==> src/rtl/multicycle_main_controller.sv <==
// Main control FSM for the multicycle RV32I subset core.
// Sequences each instruction through fetch/decode/execute/memory/writeback
// and decodes datapath mux selects, write enables and the ALU operation.
// Ports:
//   clk, rst                 clock and asynchronous active-high reset
//   op, funct3, funct7       instruction fields from IR
//   zero                     ALU zero flag (combinational, used in BRANCH)
//   pc_write, ir_write, mem_write, reg_write   datapath write enables
//   adr_src, result_src, alu_src_a, alu_src_b, imm_src   datapath selects
//   alu_control              3-bit ALU operation
//   instr_done               last cycle of each instruction
//   illegal                  DECODE pulse for unsupported op/funct
module multicycle_main_controller #(
   parameter bit CHECK_FUNCT7 = 1'b1
) (
   input  logic       clk,
   input  logic       rst,
   input  logic [6:0] op,
   input  logic [2:0] funct3,
   input  logic [6:0] funct7,
   input  logic       zero,
   output logic       pc_write,
   output logic       adr_src,
   output logic       mem_write,
   output logic       ir_write,
   output logic       reg_write,
   output logic [1:0] result_src,
   output logic [1:0] alu_src_a,
   output logic [1:0] alu_src_b,
   output logic [2:0] imm_src,
   output logic [2:0] alu_control,
   output logic       instr_done,
   output logic       illegal
);

   localparam logic [3:0] S_FETCH     = 4'd0;
   localparam logic [3:0] S_DECODE    = 4'd1;
   localparam logic [3:0] S_MEM_ADR   = 4'd2;
   localparam logic [3:0] S_MEM_READ  = 4'd3;
   localparam logic [3:0] S_MEM_WB    = 4'd4;
   localparam logic [3:0] S_MEM_WRITE = 4'd5;
   localparam logic [3:0] S_EXEC_R    = 4'd6;
   localparam logic [3:0] S_EXEC_I    = 4'd7;
   localparam logic [3:0] S_ALU_WB    = 4'd8;
   localparam logic [3:0] S_BRANCH    = 4'd9;
   localparam logic [3:0] S_JAL       = 4'd10;
   localparam logic [3:0] S_JALR      = 4'd11;
   localparam logic [3:0] S_JALR_PC   = 4'd12;
   localparam logic [3:0] S_LUI       = 4'd13;

   localparam logic [6:0] OP_LOAD   = 7'b0000011;
   localparam logic [6:0] OP_STORE  = 7'b0100011;
   localparam logic [6:0] OP_R      = 7'b0110011;
   localparam logic [6:0] OP_I      = 7'b0010011;
   localparam logic [6:0] OP_BRANCH = 7'b1100011;
   localparam logic [6:0] OP_JAL    = 7'b1101111;
   localparam logic [6:0] OP_JALR   = 7'b1100111;
   localparam logic [6:0] OP_LUI    = 7'b0110111;

   localparam logic [6:0] F7_BASE = 7'b0000000;
   localparam logic [6:0] F7_ALT  = 7'b0100000;

   localparam logic [2:0] ALU_ADD   = 3'b000;
   localparam logic [2:0] ALU_SUB   = 3'b001;
   localparam logic [2:0] ALU_AND   = 3'b010;
   localparam logic [2:0] ALU_OR    = 3'b011;
   localparam logic [2:0] ALU_SLT   = 3'b101;
   localparam logic [2:0] ALU_PASSB = 3'b110;

   localparam logic [2:0] IMM_I = 3'b000;
   localparam logic [2:0] IMM_S = 3'b001;
   localparam logic [2:0] IMM_B = 3'b010;
   localparam logic [2:0] IMM_J = 3'b011;
   localparam logic [2:0] IMM_U = 3'b100;

   localparam logic [1:0] A_PC    = 2'b00;
   localparam logic [1:0] A_OLDPC = 2'b01;
   localparam logic [1:0] A_RS1   = 2'b10;
   localparam logic [1:0] B_RS2   = 2'b00;
   localparam logic [1:0] B_IMM   = 2'b01;
   localparam logic [1:0] B_FOUR  = 2'b10;

   localparam logic [1:0] RES_ALUOUT = 2'b00;
   localparam logic [1:0] RES_MDR    = 2'b01;
   localparam logic [1:0] RES_ALU    = 2'b10;

   logic [3:0] state;
   logic [3:0] state_next;
   logic       funct7_bad;

   // Shared funct3 -> ALU op map for register and immediate arithmetic
   function automatic logic [2:0] alu_decode(input logic [2:0] f3, input logic is_sub);
      logic [2:0] res;
      case (f3)
         3'b000:  res = is_sub ? ALU_SUB : ALU_ADD;
         3'b010:  res = ALU_SLT;
         3'b110:  res = ALU_OR;
         3'b111:  res = ALU_AND;
         default: res = ALU_ADD;
      endcase
      return res;
   endfunction

   // R-type funct7 must be one of the two encodings the ALU understands
   assign funct7_bad = CHECK_FUNCT7 && (funct7 != F7_BASE) && (funct7 != F7_ALT);

   // State register
   always_ff @(posedge clk or posedge rst) begin
      if (rst) state <= S_FETCH;
      else     state <= state_next;
   end

   // Next-state and output decode
   always_comb begin
      state_next  = S_FETCH;
      pc_write    = 1'b0;
      adr_src     = 1'b0;
      mem_write   = 1'b0;
      ir_write    = 1'b0;
      reg_write   = 1'b0;
      result_src  = RES_ALUOUT;
      alu_src_a   = A_PC;
      alu_src_b   = B_RS2;
      imm_src     = IMM_I;
      alu_control = ALU_ADD;
      instr_done  = 1'b0;
      illegal     = 1'b0;

      case (state)
         S_FETCH: begin
            adr_src     = 1'b0;
            ir_write    = 1'b1;
            alu_src_a   = A_PC;
            alu_src_b   = B_FOUR;
            alu_control = ALU_ADD;
            result_src  = RES_ALU;
            pc_write    = 1'b1;
            state_next  = S_DECODE;
         end
         S_DECODE: begin
            // Precompute branch/jump target into ALUOut
            alu_src_a = A_OLDPC;
            alu_src_b = B_IMM;
            imm_src   = (op == OP_JAL) ? IMM_J : IMM_B;
            case (op)
               OP_LOAD, OP_STORE: state_next = S_MEM_ADR;
               OP_R: begin
                  if (funct7_bad) begin
                     illegal    = 1'b1;
                     instr_done = 1'b1;
                     state_next = S_FETCH;
                  end else begin
                     state_next = S_EXEC_R;
                  end
               end
               OP_I:      state_next = S_EXEC_I;
               OP_BRANCH: state_next = S_BRANCH;
               OP_JAL:    state_next = S_JAL;
               OP_JALR:   state_next = S_JALR;
               OP_LUI:    state_next = S_LUI;
               default: begin
                  illegal    = 1'b1;
                  instr_done = 1'b1;
                  state_next = S_FETCH;
               end
            endcase
         end
         S_MEM_ADR: begin
            alu_src_a  = A_RS1;
            alu_src_b  = B_IMM;
            imm_src    = (op == OP_LOAD) ? IMM_I : IMM_S;
            state_next = (op == OP_LOAD) ? S_MEM_READ : S_MEM_WRITE;
         end
         S_MEM_READ: begin
            adr_src    = 1'b1;
            result_src = RES_ALUOUT;
            state_next = S_MEM_WB;
         end
         S_MEM_WB: begin
            result_src = RES_MDR;
            reg_write  = 1'b1;
            instr_done = 1'b1;
            state_next = S_FETCH;
         end
         S_MEM_WRITE: begin
            adr_src    = 1'b1;
            result_src = RES_ALUOUT;
            mem_write  = 1'b1;
            instr_done = 1'b1;
            state_next = S_FETCH;
         end
         S_EXEC_R: begin
            alu_src_a   = A_RS1;
            alu_src_b   = B_RS2;
            alu_control = alu_decode(funct3, funct7 == F7_ALT);
            state_next  = S_ALU_WB;
         end
         S_EXEC_I: begin
            alu_src_a   = A_RS1;
            alu_src_b   = B_IMM;
            imm_src     = IMM_I;
            alu_control = alu_decode(funct3, 1'b0);
            state_next  = S_ALU_WB;
         end
         S_ALU_WB: begin
            result_src = RES_ALUOUT;
            reg_write  = 1'b1;
            instr_done = 1'b1;
            state_next = S_FETCH;
         end
         S_BRANCH: begin
            // ALUOut holds the target computed in DECODE; PC loads it if taken
            alu_src_a   = A_RS1;
            alu_src_b   = B_RS2;
            alu_control = ALU_SUB;
            result_src  = RES_ALUOUT;
            instr_done  = 1'b1;
            case (funct3)
               3'b000:  pc_write = zero;
               3'b001:  pc_write = ~zero;
               default: pc_write = 1'b0;
            endcase
            state_next = S_FETCH;
         end
         S_JAL: begin
            // PC <- target in ALUOut while ALU forms OldPC+4 for the link
            alu_src_a   = A_OLDPC;
            alu_src_b   = B_FOUR;
            alu_control = ALU_ADD;
            result_src  = RES_ALUOUT;
            pc_write    = 1'b1;
            state_next  = S_ALU_WB;
         end
         S_JALR: begin
            alu_src_a   = A_RS1;
            alu_src_b   = B_IMM;
            imm_src     = IMM_I;
            alu_control = ALU_ADD;
            state_next  = S_JALR_PC;
         end
         S_JALR_PC: begin
            alu_src_a   = A_OLDPC;
            alu_src_b   = B_FOUR;
            alu_control = ALU_ADD;
            result_src  = RES_ALUOUT;
            pc_write    = 1'b1;
            state_next  = S_ALU_WB;
         end
         S_LUI: begin
            alu_src_b   = B_IMM;
            imm_src     = IMM_U;
            alu_control = ALU_PASSB;
            state_next  = S_ALU_WB;
         end
         default: state_next = S_FETCH;
      endcase

      // Reset holds the state in FETCH; only the enables need suppressing
      if (rst) begin
         pc_write   = 1'b0;
         ir_write   = 1'b0;
         mem_write  = 1'b0;
         reg_write  = 1'b0;
         instr_done = 1'b0;
         illegal    = 1'b0;
      end
   end

endmodule

==> config.mk <==
export PLATFORM = sky130hd
export DESIGN_NAME = multicycle_main_controller
export DESIGN_NICKNAME = d
export VERILOG_FILES = /design/src/rtl/multicycle_main_controller.sv
export SDC_FILE = /design/constraint.sdc
export NUM_CORES = 1
export LEC_CHECK = 0
export CORE_ASPECT_RATIO = 1.2
export CORE_UTILIZATION = 41
export DETAILED_ROUTE_END_ITERATION = 8
export PLACE_DENSITY = 0.85
export SLEW_MARGIN = 20
export SYNTH_ARGS = -nofsm -noshare
export SYNTH_HDL_FRONTEND = slang
export SYNTH_SLANG_ARGS = --single-unit
==> constraint.sdc <==
create_clock -name clk -period 2.85 [get_ports clk]
set_clock_uncertainty 0.15 [all_clocks]
set_input_delay 0.57 -clock clk [delete_from_list [all_inputs] [get_ports clk]]
set_output_delay 0.57 -clock clk [all_outputs]
set_load 0.01 [all_outputs]
==> impl_results.html <==
<table>
<tr><th>Metric</th><th>Value</th></tr>
<tr><th colspan="2">Run status</th></tr>
<tr><td>Status</td><td>complete, no violations</td></tr>
<tr><th colspan="2">Timing</th></tr>
<tr><td>Setup_tns</td><td>0 ps</td></tr>
<tr><td>Hold Vio Cnt, Final</td><td>0</td></tr>
<tr><td>Number of setup violations in the final report</td><td>0</td></tr>
<tr><td>Relative slew slack</td><td>0.766</td></tr>
<tr><td>Max Fclk</td><td>359 MHz</td></tr>
<tr><td>Worst hold slack after final layout</td><td>508 ps</td></tr>
<tr><td>Worst path setup slack after routing</td><td>61.7 ps</td></tr>
<tr><td>Share of the cycle needed by the critical path after routing</td><td>0.978</td></tr>
<tr><td>Fin. max-slew vios</td><td>0</td></tr>
<tr><td>Actual transition at the worst max-transition pin</td><td>350 ps</td></tr>
<tr><td>Post-route minimum period</td><td>2790 ps</td></tr>
<tr><th colspan="2">Route</th></tr>
<tr><td>Post-detailed-route wirelength per cell</td><td>15.0 um</td></tr>
<tr><td>Routed Antenna Nets</td><td>0</td></tr>
<tr><td>Post-detailed-route DRC marker count</td><td>0</td></tr>
<tr><td>Post-DR vias/cell</td><td>about 5.8</td></tr>
<tr><td>DRC marker count from the first detailed-route iteration</td><td>17</td></tr>
<tr><td>Final WL</td><td>roughly 2.6 mm</td></tr>
<tr><td>Pre-Repair DR Iteration Count</td><td>7</td></tr>
<tr><td>Via count</td><td>985</td></tr>
<tr><th colspan="2">Die</th></tr>
<tr><td>Placeable core region</td><td>1500 um2</td></tr>
<tr><td>Number of core rows</td><td>15</td></tr>
<tr><td>Width of the die</td><td>39.6 um</td></tr>
<tr><td>Area of the die</td><td>1870 um2</td></tr>
<tr><td>Die height</td><td>47.2 um</td></tr>
<tr><td>Initial standard-cell utilization of the core</td><td>0.464</td></tr>
<tr><td>I/O pins</td><td>39</td></tr>
<tr><th colspan="2">Synth</th></tr>
<tr><td>Post-synth top area share</td><td>0.144</td></tr>
<tr><td>Distinct cell type count after synthesis</td><td>40</td></tr>
<tr><td>Compound-Gate Fraction of Synth Area</td><td>0.280</td></tr>
<tr><td>Post-synthesis mux area share</td><td>0</td></tr>
<tr><td>Dominant cell by count in the synthesized netlist</td><td>nor2_1</td></tr>
<tr><td>Cell types occupying the most area after synthesis</td><td>dfrtp_1, buf_6, nor2_1</td></tr>
<tr><td>Yosys synthesis warning count</td><td>0</td></tr>
<tr><td>Cell type with the highest aggregate area in the netlist</td><td>dfrtp_1</td></tr>
<tr><td>Count of mapped cells out of synthesis</td><td>96</td></tr>
<tr><td>Most frequent cells after synthesis</td><td>nor2_1, nand2_1, nor3_1</td></tr>
<tr><td>Cell Area, Synth</td><td>697 um2</td></tr>
<tr><td>Number of nets in the synthesized netlist</td><td>116</td></tr>
<tr><td>Dominant combinational cell family by area after synthesis</td><td>simple AND/OR/NAND/NOR gates</td></tr>
<tr><td>Synth Register Bits</td><td>4</td></tr>
<tr><td>Area share of fa/ha/maj cells after synthesis</td><td>0</td></tr>
<tr><td>Simple-Gate Fraction of Synth Area</td><td>0.424</td></tr>
<tr><td>Post-Synth XOR/XNOR Area</td><td>0.0503</td></tr>
<tr><td>Synthesized area per cell</td><td>7.26 um2</td></tr>
<tr><td>Part of the Yosys area used for sequential elements</td><td>0.144</td></tr>
<tr><td>Number of enable flip-flop cells after synthesis</td><td>0</td></tr>
<tr><td>Async set-reset flop share out of synthesis</td><td>1.00</td></tr>
<tr><td>Top_reg_cell synth</td><td>dfrtp_1</td></tr>
<tr><th colspan="2">Worst setup path</th></tr>
<tr><td>Arrival time at the worst endpoint</td><td>about 2100 ps</td></tr>
<tr><td>Cell family with most CP delay</td><td>buffers and inverters</td></tr>
<tr><td>Crit-path max cell delay</td><td>about 540 ps</td></tr>
<tr><td>Class of the most critical setup path</td><td>in -&gt; out</td></tr>
<tr><td>Element type at the critical path start</td><td>input pin</td></tr>
<tr><td>Data required time at the worst endpoint</td><td>2130 ps</td></tr>
<tr><td>Crit path capture type</td><td>output pin</td></tr>
<tr><td>Slowest stage cell on the critical path</td><td>clkdlybuf4s50_1</td></tr>
<tr><td>Buffering stage count on the worst path with inverters included</td><td>2</td></tr>
<tr><td>Series of cell instances along the critical path</td><td>clkdlybuf4s50_1 &gt; and4bb_2 &gt; nand2_1 &gt; o21ai_0 &gt; a21oi_1 &gt; dlygate4sd2_1</td></tr>
<tr><td>CP Max Fanout</td><td>3</td></tr>
<tr><th colspan="2">Final layout</th></tr>
<tr><td>Ratio of cells with drive above 1 in the final layout</td><td>0.229</td></tr>
<tr><td>Fill cell instance count of the final layout</td><td>100</td></tr>
<tr><td>Post-synthesis to final-layout area growth</td><td>82.0%</td></tr>
<tr><td>Area used by multi-input combinational logic</td><td>566 um2</td></tr>
<tr><td>Number of flip-flops in the largest register</td><td>4</td></tr>
<tr><td>Most flops, register</td><td>state</td></tr>
<tr><td>Core utilization of the finished layout</td><td>0.845</td></tr>
<tr><td>Storage cell area</td><td>about 100 um2</td></tr>
<tr><td>Non-filler instance count after layout</td><td>170</td></tr>
<tr><td>Largest registers</td><td>state (4)</td></tr>
<tr><td>Number of nets in the final layout</td><td>approximately 180</td></tr>
<tr><td>Final non-filler cell area</td><td>between 1000 and 1500 um2</td></tr>
<tr><td>Diode count</td><td>0</td></tr>
<tr><th colspan="2">Placement</th></tr>
<tr><td>Post-placement cell count</td><td>around 170</td></tr>
<tr><td>Post-Place Cell Area</td><td>1200 um2</td></tr>
<tr><td>Post-Place Setup Slack</td><td>-219 ps</td></tr>
<tr><td>Routability congestion estimate from global placement</td><td>0.865</td></tr>
<tr><td>Half-perimeter wire length of the detailed placement result</td><td>1.91 mm</td></tr>
<tr><td>Number of input and output port buffers inserted</td><td>38</td></tr>
<tr><th colspan="2">Run</th></tr>
<tr><td>Max-cap viol count</td><td>0</td></tr>
<tr><th colspan="2">Global routing</th></tr>
<tr><td>Overflow left after global routing</td><td>0</td></tr>
<tr><td>Antenna violations before repair</td><td>0</td></tr>
<tr><td>Pin count of the biggest net entering global routing</td><td>17</td></tr>
<tr><td>Global Route Usage Sum</td><td>0.294</td></tr>
<tr><td>Global-route wire length before repair</td><td>~3.8 mm</td></tr>
<tr><td>Vias in the first global route</td><td>between 900 and 1000</td></tr>
<tr><th colspan="2">Clock tree</th></tr>
<tr><td>Number of clock sinks seen by CTS</td><td>4</td></tr>
<tr><td>Number of buffers created by CTS</td><td>3</td></tr>
<tr><td>CTS tree</td><td>yes</td></tr>
<tr><td>Skew-Pair Late Insertion Delay</td><td>230 ps</td></tr>
<tr><td>Post-cts hold buffer count</td><td>0</td></tr>
<tr><td>Cell at the root of the clock tree</td><td>clkbuf_4</td></tr>
<tr><td>Register clock-pin slew on the reported worst setup and hold paths</td><td>40 ps</td></tr>
<tr><td>Number of H-tree branching levels</td><td>1</td></tr>
<tr><td>Maximum buffer depth of the clock tree</td><td>2</td></tr>
<tr><th colspan="2">Pwr</th></tr>
<tr><td>Leakage power</td><td>around 0.61 nW</td></tr>
<tr><td>Worst ir drop on vdd</td><td>between 300 and 400 uV</td></tr>
<tr><td>Total power consumption of the routed design</td><td>0.528 mW</td></tr>
<tr><td>Power per Cell Area</td><td>416 nW/um2</td></tr>
<tr><th colspan="2">Min path</th></tr>
<tr><td>Type of the tightest min-delay check</td><td>reg -&gt; reg</td></tr>
</table>
==> per-layer routing <==
metal / vias up / wire length, um / GRT usage
met1: 448 / 981 / 0.270
met4: 0 / 36 / 0.117
met3: 4 / 127 / 0.0379
met2: 55 / 1410 / 0.613
met5: - / 0 / 0
li1: 478 / - / -
==> worst reg2reg max path, cell delays in order, from the launching register on <==
cell and delay (ps):
dfrtp_1 380, buf_4 180, or2_2 350, or4_1 400, o22ai_1 180
==> power by group <==
group          switching (mW)  internal, mW  total, mW
registers             0.00475        0.0661     0.0709
clock network          0.0220        0.0470     0.0690
logic                   0.182         0.206      0.388
==> timing repair <==
item,4_1_cts,5_1_grt
resized for setup,8,7
setup buffers,0,1
pin swaps,0,3
endpoints found under the setup margin,6,4
gates cloned,0,0
==> layout by cell type, fill, tap and decap left out, types with 2 or more instances in the layout <==
master / Yosys / final
o22ai_1: 2 / 2
nor3_1: 6 / 5
clkbuf_4: 0 / 3
nand3_1: 4 / 3
nand2b_1: 3 / 3
a21o_1: 4 / 4
nand2_1: 9 / 9
buf_4: 0 / 22
clkdlybuf4s50_1: 0 / 30
xnor2_1: 3 / 3
dlygate4sd2_1: 0 / 4
nor2b_1: 5 / 5
nor4_1: 2 / 2
o21ai_0: 4 / 4
a21oi_1: 3 / 3
nor2_1: 10 / 10
inv_1: 3 / 3
or3_1: 2 / 2
and3_1: 2 / 2
dlymetal6s2s_1: 0 / 3
dfrtp_1: 4 / 4
==> kinds of logic (layout without fill, tap and decap cells) <==
group / count (synthesis) / after routing
AOI/OAI and AO/OA: 27 / 27
buffers and inverters: 9 / 66
xor gates and xnor gates: 4 / 4
and+or+nand+nor: 52 / 52
DFF: 4 / 4
==> final timing paths <==
check | startpoint | to | slack (ps) | cells past startpoint
max | op[1] | imm_src[0] | 60 | 6
min | state[1] | state[3] | 510 | 2
max reg2reg | state[3] | state[0] | 1130 | 4
min reg2reg | state[1] | state[3] | 510 | 2
max in group asynchronous | rst | state[3] | 1680 | 4
min in group asynchronous | rst | state[0] | 770 | 4
==> layout make-up <==
class | count | area share
inverters | 3 | 0.00888
multi-input cells | 83 | 0.446
well taps | 17 | 0.0168
clock buffers | 3 | 0.0178
repair buffers | 60 | 0.432
flip-flops and latches | 4 | 0.0789
Power figures use the tool's default switching activity.
